--- config.mk ---
export PLATFORM = sky130hd
export DESIGN_NAME = f_fetch_unit_flat
export DESIGN_NICKNAME = d
export VERILOG_FILES = /design/src/rtl/f_fetch_unit_pkg.sv /design/src/rtl/f_fetch_unit_if.sv /design/src/rtl/f_fetch_unit_hold_buf.sv /design/src/rtl/f_fetch_unit.sv /design/src/flat_wrapper.sv
export SDC_FILE = /design/constraint.sdc
export NUM_CORES = 1
export LEC_CHECK = 0
export ABC_AREA = 1
export CELL_PAD_IN_SITES_DETAIL_PLACEMENT = 0
export CELL_PAD_IN_SITES_GLOBAL_PLACEMENT = 1
export CORE_AREA = 2 2 148 150
export DETAILED_ROUTE_END_ITERATION = 7
export DIE_AREA = 0 0 150 152
export PLACE_DENSITY_LB_ADDON = 0.1
export SLEW_MARGIN = 40
export SYNTH_ARGS = -nofsm -noshare
export SYNTH_HDL_FRONTEND = slang
export SYNTH_SLANG_ARGS = --single-unit
--- constraint.sdc ---
create_clock -name clk -period 4.23 [get_ports clk]
set_clock_uncertainty 0.2 [all_clocks]
set_input_delay 0.846 -clock clk [delete_from_list [all_inputs] [get_ports clk]]
set_output_delay 0.846 -clock clk [all_outputs]
set_load 0.01 [all_outputs]
--- src/rtl/f_fetch_unit_pkg.sv ---
// Shared CPU package for the fetch stage.
// Holds the default fetch address / legal instruction range, the 2-bit
// fetch FSM encoding, the NOP word, the {instr, err} word carried through
// the hold buffer, and the fetch-address legality check.
package cpu_pkg;

    localparam logic [31:0] RESET_PC_DEF = 32'h0000_3000;
    localparam logic [31:0] PC_LO_DEF    = 32'h0000_3000;
    localparam logic [31:0] PC_HI_DEF    = 32'h0000_6FFC;
    localparam logic [31:0] NOP          = 32'h0000_0000;

    // Legacy state encodings, kept so older debug scripts still decode them
    localparam logic [1:0] ST_IDLE = 2'd0;
    localparam logic [1:0] ST_REQ  = 2'd1;
    localparam logic [1:0] ST_WAIT = 2'd2;
    localparam logic [1:0] ST_HOLD = 2'd3;

    typedef enum logic [1:0] {
        F_IDLE = ST_IDLE,
        F_REQ  = ST_REQ,
        F_WAIT = ST_WAIT,
        F_HOLD = ST_HOLD
    } f_state_e;

    typedef struct packed {
        logic [31:0] instr;
        logic        err;
    } fetch_word_t;

    // Word aligned and inside [lo, hi]
    function automatic logic pc_legal(input logic [31:0] pc,
                                      input logic [31:0] lo,
                                      input logic [31:0] hi);
        return (pc[1:0] == 2'b00) && (pc >= lo) && (pc <= hi);
    endfunction

endpackage

--- src/rtl/f_fetch_unit_if.sv ---
// Instruction-memory read channel between the fetch unit and memory.
//   req_valid / req_ready / req_addr : read request handshake
//   rsp_valid / rsp_data             : read response (no backpressure)
// master: fetch unit side, slave: memory side.
interface f_fetch_unit_if;

    logic        req_valid;
    logic        req_ready;
    logic [31:0] req_addr;
    logic        rsp_valid;
    logic [31:0] rsp_data;

    modport master (
        output req_valid,
        output req_addr,
        input  req_ready,
        input  rsp_valid,
        input  rsp_data
    );

    modport slave (
        input  req_valid,
        input  req_addr,
        output req_ready,
        output rsp_valid,
        output rsp_data
    );

endinterface

--- src/rtl/f_fetch_unit_hold_buf.sv ---
// f_hold_buf: one-entry buffer that parks a fetched {instr, err} while the
// decode stage is stalled.
//   clk, reset_n : clock, asynchronous active-low reset
//   load         : capture d, mark valid
//   clear        : drop the entry (wins over load)
//   d / q        : word in / held word out
//   valid        : entry is occupied
module f_hold_buf
    import cpu_pkg::*;
(
    input  logic        clk,
    input  logic        reset_n,
    input  logic        load,
    input  logic        clear,
    input  fetch_word_t d,
    output fetch_word_t q,
    output logic        valid
);

    always_ff @(posedge clk or negedge reset_n) begin
        if (!reset_n) begin
            valid <= 1'b0;
            q     <= '0;
        end else if (clear) begin
            valid <= 1'b0;
            q     <= '0;
        end else if (load) begin
            valid <= 1'b1;
            q     <= d;
        end
    end

endmodule

--- src/rtl/f_fetch_unit.sv ---
// f_fetch_unit: fetch stage of the 5-stage MIPS pipeline.
// Holds F_PC, issues one outstanding instruction-memory read at a time,
// loads the F/D register or parks the word in a hold buffer while D stalls.
//   clk, reset_n : clock, asynchronous active-low reset
//   NPC          : next fetch address from D-stage next-PC logic
//   stall, flush : D backpressure / redirect (flush has priority)
//   F_PC         : current fetch PC (fed back to next-PC logic)
//   imem         : instruction-memory request/response channel (master)
//   D_PC, D_Instr, D_valid, D_excAdEL : F/D pipeline register
module f_fetch_unit
    import cpu_pkg::*;
#(
    parameter logic [31:0] RESET_PC = RESET_PC_DEF,
    parameter logic [31:0] PC_LO    = PC_LO_DEF,
    parameter logic [31:0] PC_HI    = PC_HI_DEF
) (
    input  logic                  clk,
    input  logic                  reset_n,
    input  logic [31:0]           NPC,
    input  logic                  stall,
    input  logic                  flush,
    output logic [31:0]           F_PC,
    f_fetch_unit_if.master        imem,
    output logic [31:0]           D_PC,
    output logic [31:0]           D_Instr,
    output logic                  D_valid,
    output logic                  D_excAdEL
);

    f_state_e    state, state_nx;
    logic        kill, kill_nx;
    logic [31:0] f_pc_nx;
    logic        pc_ok;

    // Fetch result this cycle: a real response in WAIT, or a synthesized
    // AdEL "response" in REQ when the PC is illegal (no bus transaction).
    logic        res_valid;
    fetch_word_t res_word;

    logic        fd_load;
    logic        discard;
    logic        hb_load, hb_clear, hb_valid;
    fetch_word_t hb_q;
    fetch_word_t fd_word;

    assign pc_ok          = pc_legal(F_PC, PC_LO, PC_HI);
    assign imem.req_valid = (state == F_REQ) && pc_ok;
    assign imem.req_addr  = F_PC;

    always_comb begin
        res_valid      = 1'b0;
        res_word.instr = NOP;
        res_word.err   = 1'b0;
        if (state == F_WAIT && imem.rsp_valid) begin
            res_valid      = 1'b1;
            res_word.instr = imem.rsp_data;
        end else if (state == F_REQ && !pc_ok) begin
            res_valid    = 1'b1;
            res_word.err = 1'b1;
        end
    end

    always_comb begin
        state_nx = state;
        f_pc_nx  = F_PC;
        kill_nx  = kill;
        fd_load  = 1'b0;
        discard  = 1'b0;
        hb_load  = 1'b0;
        hb_clear = 1'b0;
        if (res_valid) begin
            state_nx = F_REQ;
            if (flush || kill) begin
                discard = 1'b1;
                kill_nx = 1'b0;
                f_pc_nx = NPC;
            end else if (!stall) begin
                fd_load = 1'b1;
                f_pc_nx = NPC;
            end else begin
                hb_load  = 1'b1;
                state_nx = F_HOLD;
            end
        end else begin
            case (state)
                F_IDLE: state_nx = F_REQ;
                F_REQ: begin
                    // Request must stay stable until accepted, so a flush
                    // here is deferred: the eventual response gets killed.
                    if (flush) kill_nx = 1'b1;
                    if (imem.req_ready) state_nx = F_WAIT;
                end
                F_WAIT: begin
                    if (flush) kill_nx = 1'b1;
                end
                F_HOLD: begin
                    if (flush) begin
                        hb_clear = 1'b1;
                        f_pc_nx  = NPC;
                        state_nx = F_REQ;
                    end else if (!stall) begin
                        fd_load  = 1'b1;
                        hb_clear = 1'b1;
                        f_pc_nx  = NPC;
                        state_nx = F_REQ;
                    end
                end
                default: state_nx = F_IDLE;
            endcase
        end
    end

    // Buffer is only occupied in HOLD, so its valid selects the F/D source
    assign fd_word = hb_valid ? hb_q : res_word;

    f_hold_buf u_hold_buf (
        .clk     (clk),
        .reset_n (reset_n),
        .load    (hb_load),
        .clear   (hb_clear),
        .d       (res_word),
        .q       (hb_q),
        .valid   (hb_valid)
    );

    always_ff @(posedge clk or negedge reset_n) begin
        if (!reset_n) begin
            state <= F_IDLE;
            F_PC  <= RESET_PC;
            kill  <= 1'b0;
        end else begin
            state <= state_nx;
            F_PC  <= f_pc_nx;
            kill  <= kill_nx;
        end
    end

    always_ff @(posedge clk or negedge reset_n) begin
        if (!reset_n) begin
            D_PC      <= '0;
            D_Instr   <= NOP;
            D_valid   <= 1'b0;
            D_excAdEL <= 1'b0;
        end else if (fd_load) begin
            D_PC      <= F_PC;
            D_Instr   <= fd_word.instr;
            D_valid   <= 1'b1;
            D_excAdEL <= fd_word.err;
        end else if (flush) begin
            D_valid   <= 1'b0;
            D_Instr   <= NOP;
            D_excAdEL <= 1'b0;
        end else if (stall) begin
            if (discard) D_valid <= 1'b0;
        end else begin
            D_valid <= 1'b0;
            D_Instr <= NOP;
        end
    end

endmodule

--- src/flat_wrapper.sv ---
// flat-port wrapper written by rule: the top's interface ports become plain ports
module f_fetch_unit_flat import cpu_pkg::*;
#(
    parameter logic [31:0] RESET_PC = RESET_PC_DEF,
    parameter logic [31:0] PC_LO    = PC_LO_DEF,
    parameter logic [31:0] PC_HI    = PC_HI_DEF
)
  (clk, reset_n, NPC, stall, flush, F_PC, D_PC, D_Instr, D_valid, D_excAdEL, imem_req_valid, imem_req_addr, imem_req_ready, imem_rsp_valid, imem_rsp_data);
  f_fetch_unit_if imem_i ();
  input  logic clk;
  input  logic reset_n;
  input  logic [31:0] NPC;
  input  logic stall;
  input  logic flush;
  output logic [31:0] F_PC;
  output logic [31:0] D_PC;
  output logic [31:0] D_Instr;
  output logic D_valid;
  output logic D_excAdEL;
  output wire logic [$bits(imem_i.req_valid)-1:0] imem_req_valid;
  output wire logic [$bits(imem_i.req_addr)-1:0] imem_req_addr;
  input wire logic [$bits(imem_i.req_ready)-1:0] imem_req_ready;
  input wire logic [$bits(imem_i.rsp_valid)-1:0] imem_rsp_valid;
  input wire logic [$bits(imem_i.rsp_data)-1:0] imem_rsp_data;
  assign imem_req_valid = imem_i.req_valid;
  assign imem_req_addr = imem_i.req_addr;
  assign imem_i.req_ready = imem_req_ready;
  assign imem_i.rsp_valid = imem_rsp_valid;
  assign imem_i.rsp_data = imem_rsp_data;
  f_fetch_unit #(.RESET_PC(RESET_PC), .PC_LO(PC_LO), .PC_HI(PC_HI)) u_core (.clk(clk), .reset_n(reset_n), .NPC(NPC), .stall(stall), .flush(flush), .F_PC(F_PC), .imem(imem_i), .D_PC(D_PC), .D_Instr(D_Instr), .D_valid(D_valid), .D_excAdEL(D_excAdEL));
endmodule
==> impl_summary.log, run 1 <==
INFO  metric timing.reg2reg.worst_path_depth = 11
INFO  metric vias = 7499
INFO  metric route.antenna.remaining_nets = 0
INFO  metric post-cts-setup-buffers = 0
INFO  metric htreeDepth = 4
INFO  metric relative_contribution_of_sequential_cells_to_total_power = 0.322
INFO  metric buffer_ports.inserted = 200
INFO  metric power.internal = 0.00384 W
INFO  metric worst_ir_drop_vdd = between 0.2 and 0.3 mV
INFO  metric hold_viol = 0
INFO  metric post_place_cells = 1508
INFO  metric boundaryPins = 201
INFO  metric slew_viol_final = 0
INFO  metric gr-usage-all-layers = 0.216
INFO  metric grt_overflow_total = 0
INFO  metric worstSkewPairLatency = 0.42 ns
INFO  metric synth-seq-area-share = 0.441
INFO  metric synth_area_leaders = sky130_fd_sc_hd__dfrtp_1 43%, sky130_fd_sc_hd__nand2_1 21%, sky130_fd_sc_hd__nand3_1 8.9%
INFO  metric core_region_area = 0.0214 mm²
INFO  metric timing.final.crit_share = 0.802
INFO  metric cts_hold_buffers = 0
INFO  metric final_common_cell = sky130_fd_sc_hd__nand2_1
INFO  metric mappedNetlistArea = 0.00767 mm²
INFO  metric worstMarginPinSlew = 0.805 ns
INFO  metric syn_inst_count = 1113
INFO  metric gp_congestion = ~0.76
INFO  metric die_height = 152 µm
INFO  metric avgSynthCellArea = a little under 7 µm²
INFO  metric worst_setup_path_startpoint = u_core.F_PC[13]
INFO  metric cts-root-buf = sky130_fd_sc_hd__clkbuf_16
INFO  metric share_clk_of_total_power = 0.231
INFO  metric wire_per_inst = 15.6 µm
INFO  metric reg2reg_slack = 1.47 ns
INFO  metric starting_drc_count_in_detailed_routing = 459
INFO  metric clk_transition_reported_paths = 0.06 ns
INFO  metric design.final.nets = between 1000 and 1500
INFO  metric vias_in_the_first_global_route = 7261
INFO  metric multi_input_area = roughly 0.0035 mm²
INFO  metric timing.hold.worst.class = input port to asynchronous set/reset pin
INFO  metric fp-row-count = 54
INFO  metric grt_max_degree = 66
INFO  metric period_needed = roughly 3.4 ns
INFO  metric ys.warnings.count = 0
INFO  metric total_leakage_power = just over 5 nW
INFO  metric criticalPathCategory = flip-flop to output pin
INFO  metric yosysTopAreaCellShare = 0.434
INFO  metric power_per_cell_area = slightly above 600 mW/mm²
INFO  metric worstPathArrival = 2.35 ns
INFO  metric clockBufferDepth = 2
INFO  metric fillers = roughly 2200
INFO  metric finalWorstSetupSlack = 0.839 ns
INFO  metric x_dimension_of_the_die = 150 µm
INFO  metric viasPerCell = 4.87
INFO  metric clock.fmax = 295 MHz
INFO  metric place_ws = 0.701 ns
INFO  metric cp.required = 3.18 ns
INFO  metric cts-buffers-inserted = 17
INFO  metric totalNegativeSetupSlack = 0 ns
INFO  metric synth_nets = around 1200
INFO  metric yosysTopAreaCell = sky130_fd_sc_hd__dfrtp_1
INFO  metric final_setup_vio_count = 0
INFO  metric worstReg2RegStart = u_core.F_PC[27]
INFO  metric area.sequential = 0.00338 mm²
INFO  metric layout_common_cells = 431 x sky130_fd_sc_hd__nand2_1, 199 x sky130_fd_sc_hd__clkdlybuf4s50_1, 157 x sky130_fd_sc_hd__nor2_1
INFO  metric postSynthRegisterBits = 135
INFO  metric post_cts_resized = 0
INFO  metric p_sw_frac = 0.400
INFO  metric grt_antenna_before_repair = 1
INFO  metric post_synth_num_cell_types = 26
INFO  metric end_kind = output pin
INFO  metric final-instance-count-excl-fill = 1541
INFO  metric start_util = 0.359
INFO  metric route.detailed.drc = 0
INFO  metric status = completed
INFO  metric route.final.wire_length = 24100 µm
INFO  metric comb_power_share = 0.446
INFO  metric critical_path_peak_fanout = 8
INFO  metric tritoncts = built
INFO  metric drv.max_cap_violation_count = 0
INFO  metric worstSetupStartpointType = flip-flop
INFO  metric drt-pass1-iter-count = 6
INFO  metric syn_to_final_growth = 33.6%
INFO  metric proportion_of_layout_cells_with_a_drive_suffix_above_1 = 0.0532
INFO  metric grt_setup_unrepaired = false
INFO  metric timing.rr.end = u_core.u_hold_buf.q[14]
INFO  metric dp.final_hpwl = 14700 µm
INFO  metric wire_length_of_the_first_global_routing_pass = 39100 µm
INFO  metric worst_slew_margin_rel = 0.463
INFO  metric worst_hold_slack = 0.216 ns
INFO  metric fp.dieArea = 0.0228 mm²
INFO  metric switching_power = 0.00255 W
INFO  metric cts.sinks = about 140
power by group through the flow:
stage / combinational (W) / clock (W) / sequential [W]
floorplan: 0.00157 / 0 / 0.00211
global placement: 0.00282 / 0 / 0.00209
detailed placement: 0.00287 / 0 / 0.00209
CTS: 0.00289 / 0.00152 / 0.00207
global route: 0.00314 / 0.00159 / 0.00212
finish: 0.00285 / 0.00148 / 0.00206
kinds of logic after synthesis:
logic type / share of synthesized area
and+or+nand+nor: 0.407
buffers and inverters: 0.0996
DFF: 0.441
AOI/OAI and AO/OA: 0.0450
adders and majority gates: 0.00652
muxes: 0.00147
routing by layer:
layer	vias to the layer above	track usage	routed length, µm
met4	0	0.0530	271
met3	19	0.0432	1380
li1	3755	-	-
met2	225	0.335	10900
met5	-	0	0
met1	3500	0.309	11600
worst max-delay path, stage by stage (launching register included):
cell	delay, ns
sky130_fd_sc_hd__dfstp_2	0.61
sky130_fd_sc_hd__nand2_1	0.07
sky130_fd_sc_hd__nand2_1	0.06
sky130_fd_sc_hd__nand3_1	0.18
sky130_fd_sc_hd__nor3_1	0.38
sky130_fd_sc_hd__clkdlybuf4s50_1	0.61
area by class of cell:
class                      instances  area share
timing repair buffer             220       0.215
antenna                            1    0.000244
inverter                          50      0.0183
multi-input combinational        823       0.346
sequential                       135       0.330
clock buffer                      18      0.0419
clock inverter                    14      0.0147
tap                              280      0.0342
sequential cells by signal (all words and copies together), names as in the netlist:
name,count
u_core.D_PC,32
u_core.D_Instr,32
u_core.u_hold_buf.q,33
u_core.F_PC,32
u_core.state,2
u_core.kill,1
u_core.u_hold_buf.valid,1
u_core.D_valid,1
u_core.D_excAdEL,1
worst max-delay path by stage:
stage / to / slack, ns / cells after the start
3_3_place_gp: u_core.state[1] / 0.72 / 11
4_1_cts: imem_req_valid / 0.80 / 5
5_1_grt: imem_req_valid / 0.66 / 4
3_5_place_dp: u_core.state[1] / 0.70 / 11
6_report: imem_req_valid / 0.84 / 5
2_1_floorplan: u_core.F_PC[11] / 2.04 / 9
cell usage after synthesis (all sizes together):
cell type,count
clkinv,2
dfrtp,133
nor2,158
ha,4
o31ai,30
a211oi,3
clkbuf,47
a21oi,2
inv,48
or2,1
buf,58
nand2,436
nor3,32
o21ai,16
nand3,139
mux2,1
o21bai,1
dfstp,2
metrics by stage:
| step | area [µm²] | util | total power, W |
|---|---|---|---|
| 3_3_place_gp | 9640 | 0.451 | 0.00491 |
| 5_1_grt | 10200 | 0.480 | 0.00685 |
| 2_1_floorplan | 7670 | - | 0.00368 |
| 6_report | 10200 | 0.480 | 0.00639 |
| 4_1_cts | 10200 | 0.480 | 0.00647 |
| 3_5_place_dp | 9670 | 0.453 | 0.00496 |
No activity file was read; power rests on OpenSTA's default activity.
==> run 2: changes to the inputs <==
Settings changed: CORE_AREA 2 2 148 150 to 2 2 152 154, DIE_AREA 0 0 150 152 to 0 0 154 156.
Clock period 4.23 ns to 3.4 ns, I/O delays scaled along.
==> run 2 against run 1 <==
  * Total power is 28% higher
  * Register-to-register slack worse by 0.86 ns
  * Cell count is 1.1% higher
  * First-iteration DRC count is 15% lower
  * Global-route usage is 0.63 points lower
  * Critical path type unchanged
  * Largest cell class unchanged
==> impl_summary.log, run 2 (synthesis gave the netlist of run 1 again) <==
INFO  metric status = completed
INFO  metric worst_slew_margin_rel = 0.485 (+0.0221)
INFO  metric core_region_area = 0.0224 mm² (+4.8%)
INFO  metric timing.rr.end = u_core.D_Instr[1]
INFO  metric largest_reg_flops = 33 (unchanged)
INFO  metric proportion_of_layout_cells_with_a_drive_suffix_above_1 = 0.0622 (+0.00898)
INFO  metric post-cts-setup-buffers = 0 (unchanged)
INFO  metric timing.final.crit_share = 0.918
INFO  metric cts_hold_buffers = 0 (unchanged)
INFO  metric fp-row-count = 55 (+1.9%)
INFO  metric fp.dieArea = 0.0240 mm² (+5.4%)
INFO  metric route.detailed.drc = 0 (unchanged)
INFO  metric vias = 7595 (+1.3%)
INFO  metric worstMarginPinSlew = 0.767 ns (-0.0379 ns)
INFO  metric grt_overflow_total = 0 (unchanged)
INFO  metric post_cts_resized = 0 (unchanged)
INFO  metric x_dimension_of_the_die = 154 µm (+2.7%)
INFO  metric route.final.wire_length = 24800 µm (+2.7%)
INFO  metric timing.reg2reg.worst_path_depth = 11 (unchanged)
INFO  metric cts.sinks = 135 (unchanged)
INFO  metric worstSkewPairLatency = 0.42 ns (about the same)
INFO  metric cts-root-buf = sky130_fd_sc_hd__clkbuf_16
INFO  metric layout_common_cells = 431 x sky130_fd_sc_hd__nand2_1, 199 x sky130_fd_sc_hd__clkdlybuf4s50_1, 157 x sky130_fd_sc_hd__nor2_1
INFO  metric reg2reg_slack = 0.61 ns (-0.86 ns)
INFO  metric htreeDepth = 4 (unchanged)
INFO  metric drt-pass1-iter-count = 5 (-1)
INFO  metric timing.hold.worst.class = input port to asynchronous set/reset pin
INFO  metric fillers = 2281 (+4.1%)
INFO  metric gp_congestion = 0.763 (+0.81%)
INFO  metric grt_antenna_before_repair = 2 (+1)
INFO  metric hold_viol = 0 (unchanged)
INFO  metric buffer_ports.inserted = 200 (unchanged)
INFO  metric starting_drc_count_in_detailed_routing = 388 (-15%)
INFO  metric criticalPathCategory = flip-flop to output pin
INFO  metric critical_path_peak_fanout = 7 (-1)
INFO  metric end_kind = output pin
INFO  metric grt_setup_unrepaired = false
INFO  metric design.final.nets = 1333 (+0.91%)
INFO  metric die_height = 156 µm (+2.6%)
INFO  metric worst_hold_slack = 0.0182 ns (-0.198 ns)
INFO  metric fin_util = 0.464 (-0.0164)
INFO  metric dp.final_hpwl = 15800 µm (+6.9%)
INFO  metric viasPerCell = 4.87 (+0.18%)
INFO  metric tritoncts = built
INFO  metric start_util = 0.343 (-0.0163)
INFO  metric worstPathArrival = 2.24 ns (-0.11 ns)
INFO  metric cts-buffers-inserted = 17 (unchanged)
INFO  metric total_leakage_power = 5.24 nW (+1.6%)
INFO  metric grt_max_degree = 56 (-15%)
INFO  metric wire_per_inst = 15.9 µm (+1.6%)
INFO  metric drv.max_cap_violation_count = 0 (unchanged)
INFO  metric gr-usage-all-layers = 0.209 (-0.00625)
INFO  metric final_setup_vio_count = 0 (unchanged)
INFO  metric route.antenna.remaining_nets = 0 (unchanged)
INFO  metric period_needed = 3.12 ns
INFO  metric worstReg2RegStart = u_core.F_PC[28]
INFO  metric max_flop_register = u_core.u_hold_buf.q
INFO  metric power_per_cell_area = 788 mW/mm² (+26%)
INFO  metric clock.fmax = 320 MHz
INFO  metric worstSetupStartpointType = flip-flop
INFO  metric wire_length_of_the_first_global_routing_pass = 39900 µm (+2.2%)
INFO  metric cp.required = 2.52 ns (-0.66 ns)
INFO  metric clk_transition_reported_paths = 0.06 ns (about the same)
INFO  metric boundaryPins = 201 (unchanged)
INFO  metric slew_viol_final = 0 (unchanged)
INFO  metric syn_to_final_growth = 35.1%
INFO  metric final_common_cell = sky130_fd_sc_hd__nand2_1
INFO  metric worst_ir_drop_vdd = 0.431 mV (+52%)
INFO  metric vias_in_the_first_global_route = 7204 (-0.79%)
INFO  metric totalNegativeSetupSlack = 0 ns (unchanged)
INFO  metric clockBufferDepth = 2 (unchanged)
==> run 2: cell types whose count changed in the layout (fill, tap and decap cells not counted), sizes merged <==
cell,delta
bufinv,+2
clkinv,+1
clkinvlp,-3
diode,+1
inv,-1
buf,+12
==> run 2: power breakdown <==
part	internal (W)	leakage, nW	switching (W)	total [W]
logic	0.00166	3.16	0.00200	0.00367
clock network	0.00124	0.305	0.000764	0.00200
registers	0.00205	1.77	0.000450	0.00250
==> run 2: worst max path at each step <==
stage / startpoint / end / slack [ns] / cells after the start
5_1_grt: u_core.F_PC[24] / imem_req_valid / 0.11 / 6
2_1_floorplan: u_core.F_PC[13] / u_core.D_PC[30] / 1.35 / 12
6_report: u_core.F_PC[28] / imem_req_valid / 0.28 / 6
3_3_place_gp: u_core.F_PC[16] / imem_req_valid / 0.59 / 6
3_5_place_dp: stall / u_core.u_hold_buf.q[25] / 0.58 / 8
4_1_cts: u_core.F_PC[13] / imem_req_valid / 0.17 / 5
==> run 2: layer usage <==
layer / global-route usage / wire length, µm / vias up
li1: - / - / 3780
met4: 0.0521 / 197 / 0
met1: 0.299 / 12100 / 3609
met2: 0.331 / 11300 / 194
met3: 0.0356 / 1120 / 12
met5: 0 / 0 / -
==> run 2: final cells by class <==
type | count | area (µm²) | area share
diodes | 2 | 5.00 | 0.000483
clock buffers | 18 | 429 | 0.0414
clock inverters | 13 | 195 | 0.0188
inverters | 50 | 188 | 0.0181
multi-input cells | 823 | 3560 | 0.343
flip-flops and latches | 135 | 3380 | 0.326
well taps | 285 | 357 | 0.0344
repair buffers | 232 | 2260 | 0.218
==> run 2: stage by stage <==
stage	power, W	std cells	cell area [µm²]	setup slack [ns]
after detailed placement	0.00623	1525	9740	0.579
after CTS	0.00827	1556	10400	0.171
after global routing	0.00874	1556	10400	0.108
after floorplan	0.00457	1113	7670	1.35
final	0.00817	1558	10400	0.278
after global placement	0.00621	1525	9740	0.595
==> run 2: critical path, stage by stage, from the launching register on <==
cell                              delay, ns
sky130_fd_sc_hd__dfrtp_1               0.50
sky130_fd_sc_hd__nor2_1                0.13
sky130_fd_sc_hd__nand2_1               0.10
sky130_fd_sc_hd__nor2_1                0.09
sky130_fd_sc_hd__nand2_1               0.17
sky130_fd_sc_hd__nor3_2                0.23
sky130_fd_sc_hd__clkdlybuf4s50_1       0.59
==> run 3: changes to the inputs <==
Settings changed: CORE_AREA 2 2 152 154 to 2 2 154 156, DIE_AREA 0 0 154 156 to 0 0 156 158, SYNTH_HIERARCHICAL from default to 1.
==> run 3 against run 2 <==
  * Wire length rose by 0.44%
  * Critical path depth down 2
  * Combinational power rose by 4%
  * Sequential power about the same
  * Setup slack lost 0.083 ns
  * Critical path type unchanged
  * Clock-buffer cell count grew 2
  * Global-route usage decreased by 0.21 points
  * Synthesized area grew 4.0%
  * Worst hold slack improved by 0.017 ns
  * First-iteration DRC count is 9.5% lower
==> impl_summary.log, run 3 <==
INFO  metric cts-buffers-inserted = 17 (unchanged)
INFO  metric final_common_cell = sky130_fd_sc_hd__nand2_1
INFO  metric route.detailed.drc = 0 (unchanged)
INFO  metric grt_antenna_before_repair = 1 (-1)
INFO  metric yosysTopAreaCell = sky130_fd_sc_hd__dfrtp_1
INFO  metric worstMarginPinSlew = 0.665 ns (-0.102 ns)
INFO  metric clock.fmax = 312 MHz (-2.6%)
INFO  metric worst_slew_margin_rel = 0.556 (+0.0708)
INFO  metric critical_path_peak_fanout = 7 (unchanged)
INFO  metric worst_hold_slack = 0.0353 ns (+0.0171 ns)
INFO  metric worstSetupStartpointType = flip-flop
INFO  metric timing.hold.worst.class = input port to asynchronous set/reset pin
INFO  metric hold_viol = 0 (unchanged)
INFO  metric gp_congestion = 0.745 (-2.4%)
INFO  metric wire_length_of_the_first_global_routing_pass = 40100 µm (+0.43%)
INFO  metric reg2reg_slack = 0.65 ns (+0.04 ns)
INFO  metric fillers = 2384 (+4.5%)
INFO  metric criticalPathCategory = flip-flop to output pin
INFO  metric largest_reg_flops = 33 (unchanged)
INFO  metric grt_setup_unrepaired = false
INFO  metric start_util = 0.346 (+0.00307)
INFO  metric cts_hold_buffers = 0 (unchanged)
INFO  metric ys_dominant_reg_cell = sky130_fd_sc_hd__dfrtp_1
INFO  metric gr-usage-all-layers = 0.207 (-0.00206)
INFO  metric cts-root-buf = sky130_fd_sc_hd__clkbuf_16
INFO  metric worst_setup_path_startpoint = u_core/F_PC[17]
INFO  metric cp.required = 2.52 ns (about the same)
INFO  metric viasPerCell = 4.69 (-3.9%)
INFO  metric design.final.nets = 1418 (+6.4%)
INFO  metric grt_max_degree = 64 (+14%)
INFO  metric post_synth_num_cell_types = 23 (-12%)
INFO  metric grt_overflow_total = 0 (unchanged)
INFO  metric dp.final_hpwl = 15800 µm (about the same)
INFO  metric mappedNetlistArea = 0.00798 mm² (+4.0%)
INFO  metric synth-edff-count = 0 (unchanged)
INFO  metric multi_input_area = 0.00365 mm² (+2.4%)
INFO  metric post-cts-setup-buffers = 0 (unchanged)
INFO  metric final_setup_vio_count = 0 (unchanged)
INFO  metric clk_transition_reported_paths = 0.06 ns (about the same)
INFO  metric timing.final.crit_share = 0.943 (+0.0243)
INFO  metric clockBufferDepth = 2 (unchanged)
INFO  metric syn_inst_count = 1203 (+8.1%)
INFO  metric worstReg2RegStart = u_core/F_PC[17]
INFO  metric drt-pass1-iter-count = 5 (unchanged)
INFO  metric core_region_area = 0.0231 mm² (+3.1%)
INFO  metric fp.dieArea = 0.0246 mm² (+2.6%)
INFO  metric ys.warnings.count = 6 (+6)
INFO  metric proportion_of_layout_cells_with_a_drive_suffix_above_1 = 0.0612 (-0.000991)
INFO  metric worstSkewPairLatency = 0.42 ns (about the same)
INFO  metric worstPathArrival = 2.32 ns (+0.08 ns)
INFO  metric drv.max_cap_violation_count = 0 (unchanged)
INFO  metric antenna_cells = 0 (-2)
INFO  metric end_kind = output pin
INFO  metric yosysTopAreaCellShare = 0.417 (-0.0167)
INFO  metric syn_to_final_growth = 32.8%
INFO  metric synth_nets = 1277 (+7.6%)
INFO  metric worst_ir_drop_vdd = 0.407 mV (-5.5%)
INFO  metric max_flop_register = u_core/u_hold_buf/q
INFO  metric synth_most_common_cell = sky130_fd_sc_hd__nand2_1
INFO  metric synth-seq-area-share = 0.424 (-0.0169)
INFO  metric period_needed = 3.20 ns (+0.0826 ns)
INFO  metric vias = 7719 (+1.6%)
INFO  metric tritoncts = built
INFO  metric layout_common_cells = 570 x sky130_fd_sc_hd__nand2_1, 198 x sky130_fd_sc_hd__clkdlybuf4s50_1, 133 x sky130_fd_sc_hd__dfrtp_1
INFO  metric totalNegativeSetupSlack = 0 ns (unchanged)
INFO  metric starting_drc_count_in_detailed_routing = 351 (-9.5%)
INFO  metric cts.sinks = 135 (unchanged)
INFO  metric wire_per_inst = 15.1 µm (-5.0%)
INFO  metric area.sequential = 0.00338 mm² (unchanged)
INFO  metric asyncSetResetFlopFracSynth = 1.00 (unchanged)
INFO  metric slew_viol_final = 0 (unchanged)
INFO  metric power_per_cell_area = 777 mW/mm² (-1.4%)
INFO  metric route.antenna.remaining_nets = 0 (unchanged)
INFO  metric total_leakage_power = 5.69 nW (+8.5%)
INFO  metric boundaryPins = 201 (unchanged)
INFO  metric buffer_ports.inserted = 200 (unchanged)
INFO  metric die_height = 158 µm (+1.3%)
INFO  metric route.final.wire_length = 24900 µm (+0.44%)
INFO  metric fin_util = 0.460 (-0.00394)
INFO  metric x_dimension_of_the_die = 156 µm (+1.3%)
INFO  metric fp-row-count = 56 (+1.8%)
INFO  metric status = completed
INFO  metric synth_area_leaders = sky130_fd_sc_hd__dfrtp_1 42%, sky130_fd_sc_hd__nand2_1 27%, sky130_fd_sc_hd__nand3_1 6.5%
INFO  metric most_used_standard_cells_in_the_synthesized_netlist = 572 x sky130_fd_sc_hd__nand2_1, 133 x sky130_fd_sc_hd__dfrtp_1, 104 x sky130_fd_sc_hd__nand3_1
INFO  metric post_cts_resized = 0 (unchanged)
INFO  metric postSynthRegisterBits = 135 (unchanged)
INFO  metric vias_in_the_first_global_route = 7480 (+3.8%)
INFO  metric avgSynthCellArea = 6.63 µm² (-3.8%)
INFO  metric htreeDepth = 4 (unchanged)
-- run 3: worst paths after layout --
kind                            depth (start not counted)                      end
worst max-delay path                                    4           imem_req_valid
worst min-delay path                                    1        u_core/D_Instr[2]
worst max register to register                         10        u_core/D_Instr[7]
worst min register to register                          2  u_core/u_hold_buf/q[20]
max in group asynchronous                               2          u_core/F_PC[13]
min in group clk                                        2  u_core/u_hold_buf/q[20]
-- run 3: kinds of logic after synthesis --
logic type,share of synthesized area
compound gates,0.0632
fa+ha+maj,0.00627
buf+inv,0.122
flops,0.424
simple gates,0.385
-- run 3: metal layers --
layer  vias up  wire (µm)  global-route usage  share of wire
met5         -          0                   0              0
met3        13       1100              0.0438          0.044
met4         0        168              0.0406         0.0068
met2       168      12000               0.355           0.48
met1      3592      11600               0.273           0.47
li1       3946          -                   -              -
-- run 3: area by class of cell --
cell class | count | share of cell area
clock inverter | 12 | 0.0136
clock buffer | 20 | 0.0421
inverter | 99 | 0.0351
multi-input combinational | 865 | 0.344
sequential | 135 | 0.319
tap | 290 | 0.0342
timing repair buffer | 226 | 0.212
-- run 3: worst max-delay path, cell delays in order (launching register included) --
cell and delay (ns):
sky130_fd_sc_hd__dfrtp_1 0.47, sky130_fd_sc_hd__nor3_1 0.29, sky130_fd_sc_hd__nand3_1 0.24, sky130_fd_sc_hd__nor3_1 0.31, sky130_fd_sc_hd__clkdlybuf4s50_1 0.60
-- run 3: through the flow --
stage	power, W	instance area (µm²)	cells	setup slack (ns)
CTS	0.00837	10600	1647	0.132
global placement	0.00636	9950	1613	0.432
global route	0.00889	10600	1647	0.0601
floorplan	0.00475	7980	1203	0.863
finish	0.00823	10600	1647	0.195
detailed placement	0.00643	10000	1615	0.437
-- run 3: where the power goes --
part | switching, W | internal [W] | total, W | leakage [nW]
clock | 0.000764 | 0.00111 | 0.00188 | 0.284
combinational | 0.00215 | 0.00168 | 0.00382 | 3.62
sequential | 0.000493 | 0.00204 | 0.00253 | 1.78
total | 0.00340 | 0.00483 | 0.00823 | 5.69
